--- src/rtl/uart_tx_arbiter.sv ---
// Round-robin arbiter that shares one UART transmitter among N_REQ requesters.
// Each grant captures a word, pulses tx start, and waits for done or a watchdog abort.
module uart_tx_arbiter #(
  parameter int N_REQ       = 4,
  parameter int DATA_W      = 10,
  parameter int TIMEOUT_CYC = 4096
) (
  input  logic                      clk,
  input  logic                      rst_n_i,
  input  logic [N_REQ-1:0]          req_i,
  input  logic [N_REQ*DATA_W-1:0]   data_i,
  output logic [N_REQ-1:0]          gnt_o,
  output logic [N_REQ-1:0]          done_o,
  output logic                      err_o,
  output logic                      busy_o,
  output logic [((N_REQ > 1) ? $clog2(N_REQ) : 1)-1:0] owner_o,
  output logic [DATA_W-1:0]         tx_din_o,
  output logic                      tx_start_o,
  input  logic                      tx_done_tick_i
);

  localparam int IDX_W = (N_REQ > 1) ? $clog2(N_REQ) : 1;
  localparam int CNT_W = $clog2(TIMEOUT_CYC + 1);
  localparam logic [CNT_W-1:0] CNT_LAST = CNT_W'(TIMEOUT_CYC - 1);

  typedef enum logic [0:0] {
    S_IDLE = 1'b0,
    S_WAIT = 1'b1
  } state_t;

  state_t              state_q, state_d;
  logic [N_REQ-1:0]    gnt_q, gnt_d;
  logic [N_REQ-1:0]    done_q, done_d;
  logic                err_q, err_d;
  logic                busy_q, busy_d;
  logic                start_q, start_d;
  logic [IDX_W-1:0]    owner_q, owner_d;
  logic [IDX_W-1:0]    last_q, last_d;
  logic [DATA_W-1:0]   din_q, din_d;
  logic [CNT_W-1:0]    cnt_q, cnt_d;

  logic [DATA_W-1:0]   words [N_REQ];
  logic                found;
  logic [IDX_W-1:0]    pick;

  for (genvar g = 0; g < N_REQ; g++) begin : g_unpack
    assign words[g] = data_i[g*DATA_W +: DATA_W];
  end

  // Scan from the slot after the last winner, wrapping, so the last winner ranks lowest.
  always_comb begin
    int unsigned idx;
    found = 1'b0;
    pick  = '0;
    for (int unsigned i = 0; i < N_REQ; i++) begin
      idx = (32'(last_q) + 32'd1 + i) % N_REQ;
      if (!found && req_i[IDX_W'(idx)]) begin
        found = 1'b1;
        pick  = IDX_W'(idx);
      end
    end
  end

  always_comb begin
    state_d = state_q;
    gnt_d   = '0;
    done_d  = '0;
    err_d   = 1'b0;
    start_d = 1'b0;
    busy_d  = busy_q;
    owner_d = owner_q;
    last_d  = last_q;
    din_d   = din_q;
    cnt_d   = cnt_q;
    case (state_q)
      S_IDLE: begin
        busy_d = 1'b0;
        if (found) begin
          din_d       = words[pick];
          start_d     = 1'b1;
          gnt_d[pick] = 1'b1;
          owner_d     = pick;
          last_d      = pick;
          busy_d      = 1'b1;
          cnt_d       = '0;
          state_d     = S_WAIT;
        end
      end
      S_WAIT: begin
        cnt_d = cnt_q + 1'b1;
        // A done tick on the final watchdog cycle still counts as a completion.
        if (tx_done_tick_i) begin
          done_d[owner_q] = 1'b1;
          busy_d          = 1'b0;
          state_d         = S_IDLE;
        end else if (cnt_q == CNT_LAST) begin
          err_d   = 1'b1;
          busy_d  = 1'b0;
          state_d = S_IDLE;
        end
      end
      default: begin
        busy_d  = 1'b0;
        state_d = S_IDLE;
      end
    endcase
  end

  always_ff @(posedge clk or negedge rst_n_i) begin
    if (!rst_n_i) begin
      state_q <= S_IDLE;
      gnt_q   <= '0;
      done_q  <= '0;
      err_q   <= 1'b0;
      busy_q  <= 1'b0;
      start_q <= 1'b0;
      owner_q <= '0;
      last_q  <= IDX_W'(N_REQ - 1);
      din_q   <= '0;
      cnt_q   <= '0;
    end else begin
      state_q <= state_d;
      gnt_q   <= gnt_d;
      done_q  <= done_d;
      err_q   <= err_d;
      busy_q  <= busy_d;
      start_q <= start_d;
      owner_q <= owner_d;
      last_q  <= last_d;
      din_q   <= din_d;
      cnt_q   <= cnt_d;
    end
  end

  assign gnt_o      = gnt_q;
  assign done_o     = done_q;
  assign err_o      = err_q;
  assign busy_o     = busy_q;
  assign owner_o    = owner_q;
  assign tx_din_o   = din_q;
  assign tx_start_o = start_q;

endmodule

--- config.mk ---
export PLATFORM = sky130hd
export DESIGN_NAME = uart_tx_arbiter
export DESIGN_NICKNAME = d
export VERILOG_FILES = /design/src/rtl/uart_tx_arbiter.sv
export SDC_FILE = /design/constraint.sdc
export NUM_CORES = 1
export LEC_CHECK = 0
export BUFFER_PORTS_ARGS = -buffer_cell sky130_fd_sc_hd__buf_2
export CAP_MARGIN = 0
export CORE_ASPECT_RATIO = 0.8
export CORE_UTILIZATION = 30
export CTS_CLUSTER_SIZE = 10
export DETAILED_ROUTE_END_ITERATION = 12
export PLACE_DENSITY = 0.55
export RECOVER_POWER = 50
export SLEW_MARGIN = 5
export SYNTH_ARGS = -nofsm -noshare
export SYNTH_HDL_FRONTEND = slang
export SYNTH_SLANG_ARGS = --single-unit
--- constraint.sdc ---
create_clock -name clk -period 1.8 [get_ports clk]
set_clock_uncertainty 0.05 [all_clocks]
set_input_delay 0.18 -clock clk [delete_from_list [all_inputs] [get_ports clk]]
set_output_delay 0.18 -clock clk [all_outputs]
set_load 0.01 [all_outputs]
After elaboration in Yosys (flattened, before gate mapping)
Cells that the tools add are included.
W data, S select, Z words.
{ "word_totals": {"reg_bits": 39, "inputBits": 47, "out_inout_bits": 23} }
{ "classes": {"addsub": 5, "magnitude_cmp": 9, "eq_ne": 3, "mux": 40, "bitwise_logic": 2, "n_reduce_logical": 9} }
{ "ops": {"columns": ["cell", "count"], "rows": [
  ["$pmux W13 S2", 1],
  ["$bmux W10 S2", 1],
  ["$mux W10", 2],
  ["$mux W1", 19],
  ["$lt A2 B3 Y1 const B", 6],
  ["$mux W4", 4],
  ["$add A13 B1 Y13 const B", 1],
  ["$eq A13 B12 Y1 const B", 1],
  ["$mux W13", 1],
  ["$bmux W1 S2", 4],
  ["$mux W2", 4],
  ["$logic_and A1 B1 Y1", 5],
  ["$add A2 B1 Y2 const B", 2],
  ["$add A2 B2 Y2 const B", 2],
  ["$demux W1 S2", 2],
  ["$ge A2 B1 Y1 const B", 2],
  ["$pmux W1 S2", 2],
  ["$ge A3 B3 Y1 const B", 1],
  ["$logic_not A1 Y1", 3],
  ["$ne A3 B2 Y1 const B", 1],
  ["$not A2 Y3", 1],
  ["$ne A2 B2 Y1 const B", 1],
  ["$reduce_and A2 Y1", 1],
  ["$not A1 Y1", 1]
]} }

Logic depth before layout (Yosys ltp)
Gate-level depths: netlist (run 1).
{ "logic_depth": {"depth_word": 19, "depth_mapped": 7, "depth_no_buf": 6} }

Worst setup path before layout (run 1)
OpenSTA, ideal clock, no wires.
{ "synth_path": {"kind": "reg2reg", "start": "register last_q[1]", "end": "register din_q[3] (netlist: tx_din_o[3])", "arrival_time_ps": 1558, "slack_ps": 60, "stages_incl_launch_ff": 8, "path_buffers": 2, "synth_period_minus_slack_ps": 1740, "cell_sequence": "dfstp_2 > buf_6 > nand2b_1 > a21oi_2 > o221ai_4 > buf_6 > mux2i_1 > o221ai_2"} }
{ "synth_between": {"elab_chain_len": 17, "word_cells_on_any_way": 31, "classes_between": "add/sub: 4; mux: 19; bitwise: 1; reduce/logical: 7"} }
{ "synth_lines": {"columns": ["element", "line_no", "text"], "rows": [
  ["start: declaration", "38", "logic [IDX_W-1:0] last_q, last_d;"],
  ["start signal: assignment", "118", "last_q <= IDX_W'(N_REQ - 1);"],
  ["start signal: assignment", "129", "last_q <= last_d;"],
  ["$add A2 B1 Y2 (*)", "56", "idx = (32'(last_q) + 32'd1 + i) % N_REQ;"],
  ["branches (longest 16 deep; another with $add A2 B1 Y2)", null, null],
  ["end signal: assignment", "130", "din_q <= din_d;"],
  ["end: declaration", "39", "logic [DATA_W-1:0] din_q, din_d;"]
]} }
Every way passes the cells marked *. The select of a mux whose other input is x is not followed.
A chain may end at the register's enable or synchronous reset.

Final worst setup path (run 1)
Ends and elaborated chain as after synthesis.

==> summary.md, run 1 <==
| Metric | Value |
|---|---|
| Place WS | `0.00601 ns` |
| Finished Layout Cells | `342` |
| Die area | `about 7000 um^2` |
| First-pass GRT wire length | `6.96 mm` |
| Core Region | `6410 um^2` |
| Cell taking the most area after synthesis | `dfrtp_1` |
| EDFF count, synth | `0` |
| Vias | `roughly 1600` |
| Vias per inst | `around 4.6` |
| Routed met3 length | `between 200 and 300 um` |
| Syn_nets | `227` |
| H-tree lvl count | `2` |
| FF+latch count, synth | `39` |
| Root buf cell | `clkbuf_8` |
| Largest net degree at the start of global routing | `40` |
| IO buf count | `69` |
| Final-report max-slew violation count | `0` |
| Worst-Margin Slew | `0.955 ns` |
| Worst Setup Slack, final | `0.0120 ns` |
| P_leak | `1.27 nW` |
| Final GP Congestion | `~0.7` |
| Initial Util | `0.313` |
| DR pass1 iterations | `4` |
| Total power | `3.48 mW` |
| Clock Latency Late Sink | `0.29 ns` |
| Synth cell types | `43` |
| Dpl cells | `333` |
| Clk buf depth | `2` |
| Hold worst-path end | `err_o` |
| Worst hold path type | `input port to flop` |
| Slew headroom | `0.363` |
| Final hold vios | `0` |
| Worst-path fanout max | `22` |
| # setup viols final | `0` |
| R2R Path Start | `last_q[1]` |
| Io pins | `70` |
| Worst Setup Path Type | `flop to flop` |
| Hold Crit Start | `tx_done_tick_i` |
| Clock-pin slew on the worst setup and hold paths | `0.08 ns` |
| Mapped cell area | `2010 um^2` |
| Status | `finished, final reports clean` |
| Max Freq | `0.559 GHz` |
| Met2 wire length | `1.84 mm` |
| CP Launch Type | `flop` |
| Power density over the cells | `1350 nW/um^2` |
| Min Hold Slack | `roughly 0.050 ns` |
| Data required, critical path | `1.92 ns` |
| CTS Buf Count | `5` |
| Die width | `93.4 um` |
| Cell with the most instances after synthesis | `dfrtp_1` |
| # diodes | `0` |
| Initial DRC Count | `84` |
| Max Cap Viol | `0` |
| Total gr overflow | `0` |
| CTS Sinks | `39` |
| Layout cells sized above 1 | `0.399` |
| Top FF cell, synth | `dfrtp_1` |
| # DRC | `0` |
| Net count, final | `305` |
| Origin of the worst setup path | `last_q[1]` |
| Reg-to-reg endpoint | `tx_din_o[3]` |
| R2r setup slk | `0.01 ns` |
| Arrival @ worst endpoint | `1.90 ns` |
| Top post-synthesis cells by area | `dfrtp_1 (46%), mux2i_1 (13%), o221ai_2 (5.2%)` |
| Cells after Synth | `179` |
| Die Y | `75.1 um` |
| Total track usage | `0.133` |
| Worst VDD drop | `0.471 mV` |
| Yosys Warn Count | `0` |
| Layout Area Growth over Synthesis | `28.3%` |
| CTS tree | `done` |
| Post-CTS Setup Bufs | `0` |
| Synthesized area per cell | `11.2 um^2` |
| RSZ-0062 raised after global routing | `yes` |
| Wire per inst | `12.5 um` |
| Commonest cells in the netlist | `dfrtp_1 (37), mux2i_1 (26), nand2_1 (22)` |
| Placed cell area | `2480 um^2` |
| Post-synthesis sequential area ratio | `0.488` |
| Critical path endpoint category | `flop` |
| Synth async-reset ratio | `1.00` |
| M1 WL | `2.10 mm` |
| ANT nets after route | `0` |
| Initial antenna violation count | `0` |
| Final Cycle Share | `0.993` |
| Top Metal Used | `met4` |
| Vias in the first global route | `1422` |
| Hold depth | `2` |
| Post-DP HPWL | `3.13 mm` |
| Final Cell Area | `2570 um^2` |
| Number of core rows | `26` |
| Post-layout min period | `roughly 1.8 ns` |
| Overall routed net length | `approximately 4.3 mm` |
| Yosys top cell area share | `0.462` |
| Cell count of the worst reg-to-reg path | `6` |
worst max path at each step:
stage / slack [ns] / endpoint / cells past startpoint
2_1_floorplan: 0.06 / tx_din_o[3] / 7
3_3_place_gp: 0.05 / tx_din_o[1] / 6
3_5_place_dp: 0.006 / tx_din_o[3] / 6
4_1_cts: 0.006 / tx_din_o[3] / 6
5_1_grt: -0.07 / tx_din_o[3] / 6
6_report: 0.01 / tx_din_o[3] / 6
worst max-delay path, cell delays in order (launching register included):
cell and delay (ns):
dfstp_2 0.59, nand2b_1 0.14, a21oi_2 0.07, o221ai_4 0.19, buf_12 0.22, mux2i_1 0.26
o221ai_2 0.12
state kept, by name, indices dropped and copies added (netlist names):
register / count
tx_start_o: 1
state_q: 1
cnt_q: 13
last_q: 2
err_o: 1
tx_din_o: 10
done_o: 4
owner_o: 2
gnt_o: 4
busy_o: 1
area by class of cell:
type	count	area, um^2
fill	639	3830
sequential	39	978
multi-input combinational	127	943
timing repair buffer	80	445
tap	84	105
clock buffer	5	68.8
inverter	4	17.5
clock inverter	3	15.0
report_power, final:
part / internal [mW] / switching, mW
clock network: 0.265 / 0.307
logic: 0.738 / 0.826
registers: 1.16 / 0.186
repair_timing:
| item | in CTS | in global routing |
|---|---|---|
| gates resized for setup | 1 | 2 |
| pin swaps | 0 | 1 |
| hold buffers | 1 | 0 |
| endpoints found under the setup margin | 2 | 10 |
| cloned | 0 | 0 |
| endpoints found under the hold margin | 37 | 0 |
logic make-up after synthesis:
| kind of cell | after synthesis | share of synthesized area |
|---|---|---|
| AO/OA/AOI/OAI | 30 | 0.144 |
| XOR/XNOR | 3 | 0.0131 |
| adder cells (fa/ha/maj) | 1 | 0.00624 |
| buffers and inverters | 13 | 0.0480 |
| flip-flops | 39 | 0.488 |
| multiplexers | 27 | 0.135 |
| AND/OR/NAND/NOR | 66 | 0.165 |
through the flow:
stage                     utilization  setup TNS [ns]
after floorplan                     -               0
after global placement          0.387               0
after detailed placement        0.387               0
after CTS                       0.402               0
after global routing            0.402          -0.501
final                           0.402               0
placed cells by master, fill, tap and decap left out, types with 3 or more instances in the layout:
cell / n
buf_2: 66
dfrtp_1: 37
mux2i_1: 24
nand2_1: 22
nor2_1: 12
nand3_1: 8
o221ai_2: 7
buf_4: 6
clkbuf_8: 5
and3_1: 4
a22o_1: 4
clkbuf_1: 4
inv_1: 3
nor2b_1: 3
a21oi_1: 3
o21ai_1: 3
o221ai_1: 3
clkinv_2: 3
layer usage:
metal,vias up,global-route usage
met1,727,0.176
met4,0,0.0718
met5,-,0
li1,803,-
met2,52,0.199
met3,7,0.0384
No activity file was read; power rests on OpenSTA's default activity.
==> run 2, diff against run 1 <==
--- a/config.mk
+++ b/config.mk
@@ -11,6 +11,7 @@
 export CORE_UTILIZATION = 30
 export CTS_CLUSTER_SIZE = 10
 export DETAILED_ROUTE_END_ITERATION = 12
+export GPL_TIMING_DRIVEN = 0
 export PLACE_DENSITY = 0.55
 export RECOVER_POWER = 50
 export SLEW_MARGIN = 5
==> run 2 against run 1 <==
The run now ends with setup timing left. Clock power down 2%. First-iteration DRC count down 18%. Worst setup slack worse by 0.092 ns. Sequential cell count unchanged. Register-to-register slack worse by 0.09 ns. Critical path type unchanged. Largest cell class is now multi-input gates. Highest routed layer unchanged.
==> summary.md, run 2 (synthesized netlist as in run 1, its figures left out) <==
| Metric | Value |
|---|---|
| Commonest non-fill, non-tap cell in the layout | `buf_2 (unchanged)` |
| Max Cap Viol | `0 (unchanged)` |
| Worst-path fanout max | `8 (was 22)` |
| Die width | `93.4 um (unchanged)` |
| # diodes | `0 (unchanged)` |
| Critical path endpoint category | `flop (unchanged)` |
| IO buf count | `69 (unchanged)` |
| Die area | `7020 um^2 (unchanged)` |
| Initial antenna violation count | `0 (unchanged)` |
| Number of core rows | `26 (unchanged)` |
| Arrival @ worst endpoint | `1.98 ns (was 1.90 ns)` |
| Net count, final | `310 (was 305)` |
| Worst Setup Path Type | `flop to flop (unchanged)` |
| Worst hold path type | `input port to async pin (was input port to flop)` |
| Status | `finished, violations left (was finished, final reports clean)` |
| Initial Util | `0.313 (unchanged)` |
| Final-report max-slew violation count | `0 (unchanged)` |
| Total gr overflow | `0 (unchanged)` |
| # DRC | `0 (unchanged)` |
| Vias per inst | `4.82 (was 4.65)` |
| Slew headroom | `0.346 (was 0.363)` |
| Power density over the cells | `1400 nW/um^2 (was 1350 nW/um^2)` |
| CTS Buf Count | `5 (unchanged)` |
| Clk buf depth | `2 (unchanged)` |
| CP Launch Type | `flop (unchanged)` |
| Vias in the first global route | `1443 (was 1422)` |
| Layout cells sized above 1 | `0.460 (was 0.399)` |
| # fillers | `629 (was 639)` |
| CTS Sinks | `39 (unchanged)` |
| Io pins | `70 (unchanged)` |
| Post-DP HPWL | `3.30 mm (was 3.13 mm)` |
| Core Region | `6410 um^2 (unchanged)` |
| Worst-Margin Slew | `0.981 ns (was 0.955 ns)` |
| Die Y | `75.1 um (unchanged)` |
| Clock-pin slew on the worst setup and hold paths | `0.08 ns (about the same)` |
| Max reg flops | `13 (unchanged)` |
| Total power | `3.87 mW (was 3.48 mW)` |
| Wire per inst | `13.8 um (was 12.5 um)` |
| Violated checks | `setup timing` |
| First-pass GRT wire length | `7.01 mm (was 6.96 mm)` |
| Area of the multi-input gates | `1040 um^2 (was 943 um^2)` |
| Final GP Congestion | `0.712 (was 0.717)` |
| Final hold vios | `0 (unchanged)` |
| Overall routed net length | `4.78 mm (was 4.27 mm)` |
| Util after Layout | `0.431 (was 0.402)` |
| Final Cell Area | `2760 um^2 (was 2570 um^2)` |
| H-tree lvl count | `2 (unchanged)` |
| Post-layout min period | `1.88 ns (was 1.79 ns)` |
| ANT nets after route | `0 (unchanged)` |
| Placed cell area | `2460 um^2 (was 2480 um^2)` |
| Clock Latency Late Sink | `0.28 ns (was 0.29 ns)` |
| Worst VDD drop | `0.433 mV (was 0.471 mV)` |
| CTS tree | `done (unchanged)` |
| Finished Layout Cells | `347 (was 342)` |
| Dpl cells | `332 (was 333)` |
| Min Hold Slack | `0.00262 ns (was 0.0500 ns)` |
| Seq. cell area | `978 um^2 (unchanged)` |
| Vias | `1674 (was 1589)` |
| Largest net degree at the start of global routing | `40 (unchanged)` |
| Root buf cell | `clkbuf_8 (unchanged)` |
| P_leak | `1.31 nW (was 1.27 nW)` |
| Total track usage | `0.133 (unchanged)` |
| Final Cycle Share | `1.04 (was 0.993)` |
| Data required, critical path | `1.90 ns (was 1.92 ns)` |
| Max Freq | `0.532 GHz (was 0.559 GHz)` |
| Initial DRC Count | `69 (was 84)` |
| Layout Area Growth over Synthesis | `37.7% (was 28.3%)` |
| # setup viols final | `11 (was 0)` |
| Worst Setup Slack, final | `-0.0804 ns (was 0.0120 ns)` |
| Commonest cells after routing, fill and taps aside | `buf_2 (68), dfrtp_1 (37), nand2_1 (22) (was buf_2 (66), dfrtp_1 (37), mux2i_1 (24))` |
| RSZ-0062 raised after global routing | `yes (unchanged)` |
| Largest register by flop count | `cnt_q (unchanged)` |
| DR pass1 iterations | `4 (unchanged)` |
## run 2: critical path, stage by stage, from the launching register on
cell,delay (ns)
dfstp_2,0.53
buf_6,0.13
nand2b_4,0.12
a21oi_2,0.06
o221ai_4,0.20
buf_12,0.16
buf_8,0.13
mux2i_1,0.22
o221ai_1,0.14
## run 2: path summary, 6_finish.rpt
kind	from	endpoint	slack, ns	cells after the start
min	rst_n_i	cnt_q[6]	0.003	1
max in group asynchronous	rst_n_i	cnt_q[0]	1.10	1
max reg2reg	last_q[1]	tx_din_o[1]	-0.08	8
min reg2reg	cnt_q[11]	cnt_q[11]	0.43	1
max	last_q[1]	tx_din_o[1]	-0.08	8
min in group clk	tx_done_tick_i	err_o	0.07	2
## run 2: final cells by class
type                    count  area share
plain buffers               9      0.0349
clock buffers               7      0.0276
clock inverters             1     0.00181
inverters                   4     0.00634
multi-input cells         127       0.377
flip-flops and latches     39       0.354
well taps                  84      0.0381
repair buffers             76       0.160
## run 2: repair_timing
| item | 4_1_cts | 5_1_grt |
|---|---|---|
| gates cloned | 0 | 2 |
| resized for setup | 4 | 22 |
| hold endpoints to repair | 0 | 0 |
| hold buffers | 0 | 0 |
| setup endpoints to repair | 11 | 18 |
| buffers inserted | 2 | 3 |
| pin swaps | 1 | 5 |
## run 2: power breakdown
group          switching, mW  leakage (nW)  total (mW)  internal, mW
Clock                  0.288        0.0422       0.560         0.272
Sequential             0.177         0.504        1.34          1.16
Combinational          0.987         0.764        1.97         0.987
## run 2: stage by stage
stage / TNS (ns) / worst slack, ns
after floorplan: 0 / 0.0599
after CTS: -0.554 / -0.0709
after detailed placement: -0.771 / -0.101
after global routing: -1.48 / -0.153
after global placement: -0.642 / -0.0743
final: -0.673 / -0.0804
## run 2: metal layers
metal  up-vias  GRT usage  share of wire
met3         4     0.0343          0.050
met2        56      0.202           0.44
met1       795      0.185           0.50
li1        819          -              -
met5         -          0              0
met4         0     0.0462          0.011
